File: src/rtl/muldiv_unit.sv
// muldiv_unit: iterative RV32M multiply/divide execute unit.
// Multiply uses a 32-step shift-add over a 64-bit accumulator. Divide uses a
// 32-step restoring divider. Magnitudes are iterated and the sign is applied
// on the final step.
// Optional feature macro: MULDIV_DIV_EN. When it is defined, the divider is
// built and DIV/DIVU/REM/REMU are implemented. When it is undefined, requests
// with funct3[2]=1 complete in one cycle with result 0.
module muldiv_unit #(
  parameter int XLEN = 32
) (
  input  logic            clk,
  input  logic            reset,
  input  logic            in_valid,
  output logic            in_ready,
  input  logic [2:0]      funct3,
  input  logic [XLEN-1:0] op_a,
  input  logic [XLEN-1:0] op_b,
  input  logic [4:0]      rd_in,
  output logic            out_valid,
  input  logic            out_ready,
  output logic [XLEN-1:0] result,
  output logic [4:0]      rd_out,
  output logic            busy
);

  typedef enum logic [1:0] {
    S_IDLE = 2'd0,
    S_CALC = 2'd1,
    S_DONE = 2'd2
  } state_t;

  localparam logic [4:0]      LAST_ITER = 5'd31;
  localparam logic [XLEN-1:0] ZERO      = {XLEN{1'b0}};
  localparam logic [XLEN-1:0] ONES      = {XLEN{1'b1}};
  localparam logic [XLEN-1:0] MIN_NEG   = {1'b1, {(XLEN-1){1'b0}}};

  // Two's-complement negation of one word.
  function automatic logic [XLEN-1:0] f_neg(input logic [XLEN-1:0] v);
    f_neg = ~v + {{(XLEN-1){1'b0}}, 1'b1};
  endfunction

  // Two's-complement negation of a double-width product.
  function automatic logic [2*XLEN-1:0] f_neg2x(input logic [2*XLEN-1:0] v);
    f_neg2x = ~v + {{(2*XLEN-1){1'b0}}, 1'b1};
  endfunction

  // Control and output registers.
  state_t          r_state;
  logic [4:0]      r_count;
  logic            r_in_ready;
  logic            r_out_valid;
  logic            r_busy;
  logic [XLEN-1:0] r_result;
  logic [4:0]      r_rd_out;

  // Operation context captured on accept.
  logic [2:0]      r_funct3;
  logic [4:0]      r_rd;
  logic            r_neg;

  // Shared iteration datapath.
  // Multiply: r_hi is the upper accumulator, r_lo holds the shifting
  //   multiplier, and r_opnd is the multiplicand.
  // Divide: r_hi is the partial remainder, r_lo holds the shifting dividend and
  //   the quotient, and r_opnd is the divisor.
  logic [XLEN-1:0] r_hi;
  logic [XLEN-1:0] r_lo;
  logic [XLEN-1:0] r_opnd;

  // Accept-time decode.
  logic            w_a_signed;
  logic            w_b_signed;
  logic            w_a_neg;
  logic            w_b_neg;
  logic            w_res_neg;
  logic [XLEN-1:0] w_a_mag;
  logic [XLEN-1:0] w_b_mag;
  logic            w_special;
  logic [XLEN-1:0] w_special_res;

  // One iteration step and the final result.
  logic [XLEN:0]     w_sum;
  logic [XLEN-1:0]   w_hi_next;
  logic [XLEN-1:0]   w_lo_next;
  logic [2*XLEN-1:0] w_prod;
  logic [2*XLEN-1:0] w_prod_adj;
  logic [XLEN-1:0]   w_final;

`ifdef MULDIV_DIV_EN
  logic [XLEN:0]   w_shift;
  logic            w_ge;
  logic [XLEN-1:0] w_diff;
`endif

  assign in_ready  = r_in_ready;
  assign out_valid = r_out_valid;
  assign busy      = r_busy;
  assign result    = r_result;
  assign rd_out    = r_rd_out;

  // Decode operand signedness, magnitudes and the sign of the final result.
  always_comb begin
    w_a_signed = 1'b0;
    w_b_signed = 1'b0;
    case (funct3)
      3'b001: begin
        w_a_signed = 1'b1;
        w_b_signed = 1'b1;
      end
      3'b010: begin
        w_a_signed = 1'b1;
        w_b_signed = 1'b0;
      end
      3'b100, 3'b110: begin
        w_a_signed = 1'b1;
        w_b_signed = 1'b1;
      end
      default: begin
        w_a_signed = 1'b0;
        w_b_signed = 1'b0;
      end
    endcase
    w_a_neg = w_a_signed & op_a[XLEN-1];
    w_b_neg = w_b_signed & op_b[XLEN-1];
    w_a_mag = w_a_neg ? f_neg(op_a) : op_a;
    w_b_mag = w_b_neg ? f_neg(op_b) : op_b;
    // A remainder follows the sign of the dividend.
    // Products and quotients are negative when the operand signs differ.
    if (funct3 == 3'b110) begin
      w_res_neg = w_a_neg;
    end else begin
      w_res_neg = w_a_neg ^ w_b_neg;
    end
  end

  // Detect requests that finish without iterating, and their fixed result.
  always_comb begin
    w_special     = 1'b0;
    w_special_res = ZERO;
`ifdef MULDIV_DIV_EN
    if (funct3[2]) begin
      if (op_b == ZERO) begin
        // Divide by zero: the quotient is all ones and the remainder is the dividend.
        w_special     = 1'b1;
        w_special_res = funct3[1] ? op_a : ONES;
      end else if (w_b_signed && (op_a == MIN_NEG) && (op_b == ONES)) begin
        // Signed overflow: the quotient is the most negative value and the remainder is zero.
        w_special     = 1'b1;
        w_special_res = funct3[1] ? ZERO : MIN_NEG;
      end else begin
        w_special     = 1'b0;
        w_special_res = ZERO;
      end
    end else begin
      w_special     = 1'b0;
      w_special_res = ZERO;
    end
`else
    // Without a divider, every divide-class request returns zero immediately.
    if (funct3[2]) begin
      w_special     = 1'b1;
      w_special_res = ZERO;
    end else begin
      w_special     = 1'b0;
      w_special_res = ZERO;
    end
`endif
  end

  // One shift-add (multiply) or restoring-subtract (divide) step.
  always_comb begin
    w_sum     = {(XLEN+1){1'b0}};
    w_hi_next = r_hi;
    w_lo_next = r_lo;
`ifdef MULDIV_DIV_EN
    w_shift   = {(XLEN+1){1'b0}};
    w_ge      = 1'b0;
    w_diff    = ZERO;
`endif
    if (!r_funct3[2]) begin
      // Add the multiplicand when the multiplier LSB is set, then shift the
      // 65-bit {carry, hi, lo} right by one.
      w_sum     = {1'b0, r_hi} + (r_lo[0] ? {1'b0, r_opnd} : {(XLEN+1){1'b0}});
      w_hi_next = w_sum[XLEN:1];
      w_lo_next = {w_sum[0], r_lo[XLEN-1:1]};
    end else begin
`ifdef MULDIV_DIV_EN
      // Bring the next dividend bit into the remainder and try the subtraction.
      // When w_ge is set, the true difference is smaller than the divisor, so
      // a word-wide subtraction is exact.
      w_shift   = {r_hi, r_lo[XLEN-1]};
      w_ge      = (w_shift >= {1'b0, r_opnd});
      w_diff    = w_shift[XLEN-1:0] - r_opnd;
      w_hi_next = w_ge ? w_diff : w_shift[XLEN-1:0];
      w_lo_next = {r_lo[XLEN-2:0], w_ge};
`else
      w_hi_next = r_hi;
      w_lo_next = r_lo;
`endif
    end
  end

  // Select the requested half or word from the last step and apply the sign.
  always_comb begin
    w_prod     = {w_hi_next, w_lo_next};
    w_prod_adj = r_neg ? f_neg2x(w_prod) : w_prod;
    w_final    = ZERO;
    case (r_funct3)
      3'b000:                 w_final = w_prod_adj[XLEN-1:0];
      3'b001, 3'b010, 3'b011: w_final = w_prod_adj[2*XLEN-1:XLEN];
`ifdef MULDIV_DIV_EN
      3'b100, 3'b101:         w_final = r_neg ? f_neg(w_lo_next) : w_lo_next;
      3'b110, 3'b111:         w_final = r_neg ? f_neg(w_hi_next) : w_hi_next;
`endif
      default:                w_final = ZERO;
    endcase
  end

  // Control FSM with its datapath and registered outputs.
  always_ff @(posedge clk or posedge reset) begin
    if (reset) begin
      r_state     <= S_IDLE;
      r_count     <= 5'd0;
      r_in_ready  <= 1'b1;
      r_out_valid <= 1'b0;
      r_busy      <= 1'b0;
      r_result    <= ZERO;
      r_rd_out    <= 5'd0;
      r_funct3    <= 3'd0;
      r_rd        <= 5'd0;
      r_neg       <= 1'b0;
      r_hi        <= ZERO;
      r_lo        <= ZERO;
      r_opnd      <= ZERO;
    end else begin
      case (r_state)
        S_IDLE: begin
          if (in_valid) begin
            r_funct3   <= funct3;
            r_rd       <= rd_in;
            r_neg      <= w_res_neg;
            r_count    <= 5'd0;
            r_in_ready <= 1'b0;
            r_busy     <= 1'b1;
            // Multiplication is commutative, so both operation classes load
            // A into the shifting register and B into the fixed operand.
            r_hi       <= ZERO;
            r_lo       <= w_a_mag;
            r_opnd     <= w_b_mag;
            if (w_special) begin
              // out_valid is raised one edge later, in DONE.
              r_state  <= S_DONE;
              r_result <= w_special_res;
              r_rd_out <= rd_in;
            end else begin
              r_state  <= S_CALC;
            end
          end else begin
            r_state <= S_IDLE;
          end
        end
        S_CALC: begin
          r_hi <= w_hi_next;
          r_lo <= w_lo_next;
          if (r_count == LAST_ITER) begin
            r_state     <= S_DONE;
            r_count     <= 5'd0;
            r_out_valid <= 1'b1;
            r_result    <= w_final;
            r_rd_out    <= r_rd;
          end else begin
            r_count <= r_count + 5'd1;
          end
        end
        S_DONE: begin
          if (!r_out_valid) begin
            r_out_valid <= 1'b1;
          end else if (out_ready) begin
            r_out_valid <= 1'b0;
            r_in_ready  <= 1'b1;
            r_busy      <= 1'b0;
            r_state     <= S_IDLE;
          end else begin
            r_state <= S_DONE;
          end
        end
        default: begin
          r_state     <= S_IDLE;
          r_count     <= 5'd0;
          r_in_ready  <= 1'b1;
          r_out_valid <= 1'b0;
          r_busy      <= 1'b0;
        end
      endcase
    end
  end

endmodule

File: config.mk
export PLATFORM = sky130hd
export DESIGN_NAME = muldiv_unit
export DESIGN_NICKNAME = d
export VERILOG_FILES = /design/src/rtl/muldiv_unit.sv
export SDC_FILE = /design/constraint.sdc
export NUM_CORES = 1
export LEC_CHECK = 0
export CAP_MARGIN = 10
export CORE_MARGIN = 2
export CORE_UTILIZATION = 40
export DETAILED_ROUTE_END_ITERATION = 6
export HOLD_SLACK_MARGIN = 0.05
export SYNTH_ARGS = -nofsm -noshare
export SYNTH_HDL_FRONTEND = slang
export SYNTH_SLANG_ARGS = --single-unit
File: constraint.sdc
create_clock -name clk -period 6.9 [get_ports clk]
set_input_delay 2.07 -clock clk [delete_from_list [all_inputs] [get_ports clk]]
set_output_delay 2.07 -clock clk [all_outputs]
set_load 0.01 [all_outputs]
# Word level (Yosys, flattened, before mapping)
# Cells that the tools add are included.
[totals]
regBits = 152
out_inout_bits = 40
elab_cells = 99
[classes]
add_sub_neg = 5
eq_ne = 15
n_mux = 44
n_bitwise = 9
reduce_logical = 13
[ops]
columns = ["operator", "n"]
rows = [
  ["2-to-1 mux 32 bit", 10],
  ["case mux 32 bit (2 select lines)", 4],
  ["adder 32 x 1 -> 32 bit, second input constant", 2],
  ["adder 64 x 1 -> 64 bit, second input constant", 1],
  ["2-to-1 mux 64 bit", 1],
  ["inverter 32 bit", 2],
  ["inverter 64 bit", 1],
  ["adder 32 x 32 -> 33 bit", 1],
  ["2-to-1 mux 5 bit", 5],
  ["case mux 5 bit (3 select lines)", 1],
  ["2-to-1 mux 1 bit", 13],
  ["2-to-1 mux 2 bit", 5],
  ["inequality test 2 bit, second input constant", 5],
  ["case mux 5 bit (2 select lines)", 1],
  ["AND reduction 2 bit", 5],
  ["equality test 3 x 2 -> 1 bit, second input constant", 3],
  ["case mux 1 bit (3 select lines)", 3],
  ["AND reduction 4 bit", 2],
  ["equality test 3 x 1 -> 1 bit, second input constant", 2],
  ["equality test 3 bit, second input constant", 2],
  ["case mux 2 bit (3 select lines)", 1],
  ["OR reduction 3 bit", 2],
  ["adder 5 x 1 -> 5 bit, second input constant", 1],
  ["equality test 5 bit, second input constant", 1],
  ["other kinds (9)", 12],
]

# Depth between registers and ports, before layout
[logic_depth]
word_depth = 9
ltp_mapped = 21
depth_no_buf = 14

# Worst setup path before layout
# No wires, ideal clock.
[synth_path]
path_type = "reg-to-reg"
from = "reg r_funct3[2]"
to = "reg r_result[18] (netlist: result[18])"
t_arrival_ns = 5.055
t_required_ns = 6.767
slack_ns = 1.711
path_stages_with_launch = 22
period_less_slack_ns = 5.189
path_cell_list = "dfrtp_1 > clkbuf_1 > clkbuf_1 > buf_2 > buf_1 > clkbuf_1 > clkbuf_1 > buf_1 > mux2i_1 > ha_1 > inv_1 > nor4_1 > and2_1 > and4b_1 > clkbuf_1 > nand2_1 > nor3_1 > nand3_1 > o31ai_1 > xnor2_1 > a22oi_1 > o21ai_0"
[synth_between]
elab_chain_len = 7
word_cells_on_any_way = 13
classes_between = "add/sub: 1; eq/ne: 3; mux: 6; bitwise: 1; reduce/logical: 2"
[synth_rtl]
columns = ["element", "line", "text"]
rows = [
  ["start, declared", "57", "logic [2:0] r_funct3;"],
  ["start signal, assigned", "239", "r_funct3 <= funct3;"],
  ["2-to-1 mux 32 bit", "180", "if (!r_funct3[2]) begin"],
  ["inverter 64 bit", "44", "f_neg2x = ~v + {{(2*XLEN-1){1'b0}}, 1'b1};"],
  ["adder 64 x 1 -> 64 bit", "44", ""],
  ["2-to-1 mux 64 bit", "206", "w_prod_adj = r_neg ? f_neg2x(w_prod) : w_prod;"],
  ["case mux 32 bit (2 select lines) *", "208", "case (r_funct3)"],
  ["2-to-1 mux 32 bit *", "265", "if (r_count == LAST_ITER) begin"],
  ["case mux 32 bit (2 select lines) *", "236", "case (r_state)"],
  ["end signal, assigned", "253", "r_result <= w_special_res;"],
  ["end signal, assigned", "269", "r_result <= w_final;"],
  ["end, declared", "53", "logic [XLEN-1:0] r_result;"],
]
# Mark *: on every way between the ends. The rest lies on a longest branch, timed or not. The select of a mux whose other input is x is not followed.
# A chain may end at the register's enable or synchronous reset.

# Worst setup path after layout
[layout_path]
from = "reg r_lo[0]"
to = "reg r_result[26] (netlist: result[26])"
[layout_between]
elab_chain_len = 9
word_cells_on_any_way = 10
classes_between = "add/sub: 2; mux: 7; bitwise: 1"
[layout_rtl]
columns = ["element", "line", "text"]
rows = [
  ["start, declared", "67", "logic [XLEN-1:0] r_lo;"],
  ["start signal, assigned", "248", "r_lo <= w_a_mag;"],
  ["start signal, assigned", "264", "r_lo <= w_lo_next;"],
  ["2-to-1 mux 32 bit", "183", "w_sum = {1'b0, r_hi} + (r_lo[0] ? {1'b0, r_opnd} : {(XLEN+1){1'b0}});"],
  ["adder 32 x 32 -> 33 bit", "183", ""],
  ["2-to-1 mux 32 bit", "180", ""],
  ["inverter 64 bit", "44", ""],
  ["adder 64 x 1 -> 64 bit", "44", ""],
  ["2-to-1 mux 64 bit *", "206", ""],
  ["case mux 32 bit (2 select lines) *", "208", ""],
  ["2-to-1 mux 32 bit *", "265", ""],
  ["case mux 32 bit (2 select lines) *", "236", ""],
]
# Marked as above.

==> impl_metrics.tcl <==
set metrics [dict create \
    start_util_pct 40.6 \
    start_kind "register" \
    r2r_slack_ps 1750 \
    routedWlPerCell_um 18.2 \
    m1WireLength_um 16600 \
    ir_drop_mv 0.263 \
    diodes 0 \
    syn2layout_area_growth_pct 16.9 \
    critical_path_required_ps 7260 \
    fin_nets 1681 \
    yosysWarnings 0 \
    cts.path.max_buffers 2 \
    antenna_found_initial 0 \
    critPathBufInv 0 \
    slowest_delay_ps 710 \
    worstSkewPairLatency_ps 440 \
    wl_met2_um 16800 \
    cp-end-kind "register" \
    drc 0 \
    cts_tree "yes" \
    dp_slack_ps 1700 \
    cts_resized 0 \
    syn_inst 1510 \
    finalHoldViolCount 0 \
    ys_async_sr_fraction_pct 100 \
    critical_path.top_delay_family "compound AO/OA/AOI/OAI gates" \
    avgSynthCellArea_um2 7.97 \
    fill_cells 3004 \
    seqPwrFrac_pct 26.9 \
    p_sw_w 0.00303 \
    cts_setup_buffers 0 \
    synth_ff_type "dfrtp_1" \
    dp.cells 1934 \
    vias 11500 \
    grt_max_degree 77 \
    dpl-instance-area_um2 13400 \
    cellPowerDensity_nw_per_um2 447 \
    wl_met3_um 1670 \
    rows 63 \
    drt-initial-drc-count 927 \
    utilization_pct 47.5 \
    crit_fanout 35 \
    clk_pin_slew_worst_paths_ps 80 \
    grt_pass1_vias 10700 \
    fp.dieH_um 177 \
    drt_wl_total_um 35800 \
    stdcell_area_um2 14100 \
    cts.sinks 152 \
    finalNonFillerCells 1966 \
    cap_violations 0 \
    synth_edf_count 0 \
    p_int_w 0.00326 \
    h-tree-depth 4 \
    seq_area_um2 3810 \
    multi_input_area_um2 7760 \
    die_area_um2 31500 \
    skew_ps 14.7 \
    rsz0062_at_grt "no" \
    critPathKind "reg -> reg" \
    root_buffer "clkbuf_16" \
    setup-violations-final 0 \
    ys_types 74 \
    clockPowerShare_pct 16.4 \
    cp_slowest_cell "dfrtp_1" \
    cts-hold-fix-buffers 0 \
    ios 116 \
    max_slew_margin_pct 6.06 \
    place_hpwl_um 26200 \
    cts_buffers 17 \
    drive_gt1_share_pct 5.27 \
    setup_tns_ps 0 \
    period_needed_ps 5150 \
    status "complete, no violations" \
    worstPathArrival_ps 5510 \
    grt.total_usage_pct 22.8 \
    combinationalPowerShare_pct 56.6 \
    fin_ws_ps 1750 \
    p_leak_nw 5.65 \
    routabilityCongestion 0.930 \
    port_buffers 115 \
    coreArea_um2 29600 \
    worst_pin_slew_ps 1390 \
    overflow 0 \
    max_freq_ghz 0.194 \
    die_w_um 177 \
    drtAntennaViolNets 0 \
    route.top_layer_used "met4" \
    drv_slew 0 \
    min_period_over_period_pct 74.7 \
    p_sw_share_pct 48.2 \
    ys_seq_area_share_pct 31.6 \
    syn_nets 1628 \
    viasPerCell 5.85 \
    syn_area_um2 12000 \
    min_path_type "reg -> reg" \
    crit_chain "and2_1, ha_1, fa_1, a211o_1, a21o_4, a211oi_1, o21bai_1, xnor2_1, o211ai_1, a2111o_1, or4_4, nor4_1, mux2_1, o21ai_1" \
    grt_pass1_wl_um 57000 \
    drt-pass1-iter-count 5 \
    synth-seq-cells 152 \
]
==> cell type report <==
class | instances | area share (%)
Clock buffer | 17 | 3.02
Clock inverter | 15 | 1.44
Inverter | 30 | 0.836
Multi-Input combinational cell | 1231 | 55.1
Sequential cell | 152 | 27.0
Tap cell | 390 | 3.47
Timing Repair Buffer | 131 | 9.03
==> logic make-up after synthesis <==
logic type      synth area share, %
compound gates                 27.9
flops                          31.6
xor+xnor                       9.02
buf+inv                        4.01
simple gates                   20.5
fa+ha+maj                      4.43
mux                            2.53
==> synth_stat cells, types with 4 or more instances <==
cell | count | area (µm²)
nor3_1 | 25 | 125
a2111o_1 | 4 | 45.0
a311oi_1 | 4 | 35.0
nor2b_1 | 21 | 131
o21ai_0 | 173 | 866
xnor2_1 | 73 | 639
o21bai_1 | 5 | 37.5
a21oi_1 | 107 | 536
a31oi_1 | 13 | 81.3
ha_1 | 41 | 513
a22oi_1 | 11 | 82.6
mux2_2 | 10 | 113
nand4b_1 | 4 | 35.0
a32o_1 | 4 | 40.0
nand2_1 | 186 | 698
inv_1 | 29 | 109
nor4_1 | 14 | 87.6
a221oi_1 | 4 | 35.0
or4_1 | 8 | 60.1
a211o_1 | 7 | 61.3
dfrtp_1 | 151 | 3780
nor2_1 | 99 | 372
and2_1 | 41 | 257
and3_1 | 10 | 62.6
o211ai_1 | 14 | 105
mux2i_1 | 18 | 180
a22o_1 | 31 | 272
or3_1 | 14 | 87.6
o41ai_1 | 12 | 105
o21a_1 | 12 | 90.1
nor3b_1 | 5 | 37.5
a21o_1 | 13 | 97.6
nand3_1 | 21 | 105
nand2b_1 | 25 | 156
buf_1 | 12 | 45.0
o21ai_1 | 10 | 50.1
o22ai_1 | 31 | 194
nand4_1 | 17 | 106
o31ai_1 | 33 | 248
or2_2 | 5 | 31.3
a211oi_1 | 8 | 60.1
xor2_1 | 51 | 447
clkbuf_1 | 82 | 308
==> cell usage in the layout (no fill, tap or decap), types with 7 or more instances in the layout <==
cell             instances
a21o_1                  13
buf_4                   16
clkdlybuf4s50_1        115
a211oi_1                 8
nand4_1                 17
a211o_1                  7
o21ai_0                173
nor2_1                  99
and2_1                  41
dfrtp_1                150
xnor2_1                 73
nor3_1                  25
or4_1                    8
a22oi_1                 11
mux2i_1                 18
a21oi_1                106
mux2_2                  10
or3_1                   14
o21a_1                  12
o31ai_1                 33
nor4_1                  14
inv_6                    7
nand2b_1                25
nor2b_1                 21
ha_1                    40
clkbuf_16               17
o41ai_1                 12
nand2_1                185
o211ai_1                14
a31oi_1                 13
a22o_1                  31
o21ai_1                  9
and3_1                  10
nand3_1                 21
o22ai_1                 31
xor2_1                  51
inv_1                   28
==> state kept, by name (all words and copies together), names as in the netlist <==
register,count
r_hi,32
r_lo,32
r_opnd,32
result,32
r_count,5
r_rd,5
rd_out,5
r_funct3,3
r_state,2
busy,1
in_ready,1
out_valid,1
r_neg,1
==> power by group through the flow <==
stage	sequential (W)	clock [W]	combinational [W]
3_5_place_dp	0.00170	0	0.00352
3_3_place_gp	0.00169	0	0.00349
2_1_floorplan	0.00154	0	0.00257
6_report	0.00169	0.00103	0.00356
4_1_cts	0.00169	0.00105	0.00354
5_1_grt	0.00175	0.00108	0.00394
==> stage by stage <==
| stage | hold slack, ps | total power, W |
|---|---|---|
| floorplan | 442 | 0.00411 |
| global placement | 460 | 0.00518 |
| detailed placement | 462 | 0.00522 |
| CTS | 480 | 0.00628 |
| global route | 502 | 0.00676 |
| finish | 477 | 0.00629 |
==> worst paths after layout <==
path,from,cells past startpoint,to
min,r_opnd[24]$_DFFE_PP0P_,2,r_opnd[24]$_DFFE_PP0P_
min reg2reg,r_opnd[24]$_DFFE_PP0P_,2,r_opnd[24]$_DFFE_PP0P_
max in group asynchronous,reset,3,r_hi[10]$_DFFE_PP0P_
max,r_lo[0]$_DFFE_PP0P_,14,result[26]$_DFFE_PP0P_
max reg2reg,r_lo[0]$_DFFE_PP0P_,14,result[26]$_DFFE_PP0P_
min in group asynchronous,reset,2,r_lo[1]$_DFFE_PP0P_
==> routing by layer <==
metal,up-vias,GRT usage (%)
met5,-,0
met4,0,6.76
met3,46,3.36
met2,316,36.9
met1,5506,31.3
li1,5624,-
==> worst register-to-register path: cells and delay by family, from the launching register on <==
| family | cells | cell delay [ps] |
|---|---|---|
| DFF | 1 | 710 |
| adders and majority gates | 2 | 660 |
| xor gates and xnor gates | 1 | 190 |
| and+or+nand+nor | 3 | 1260 |
| AOI/OAI and AO/OA | 7 | 1910 |
| muxes | 1 | 360 |
(Power assumes the default switching activity.)
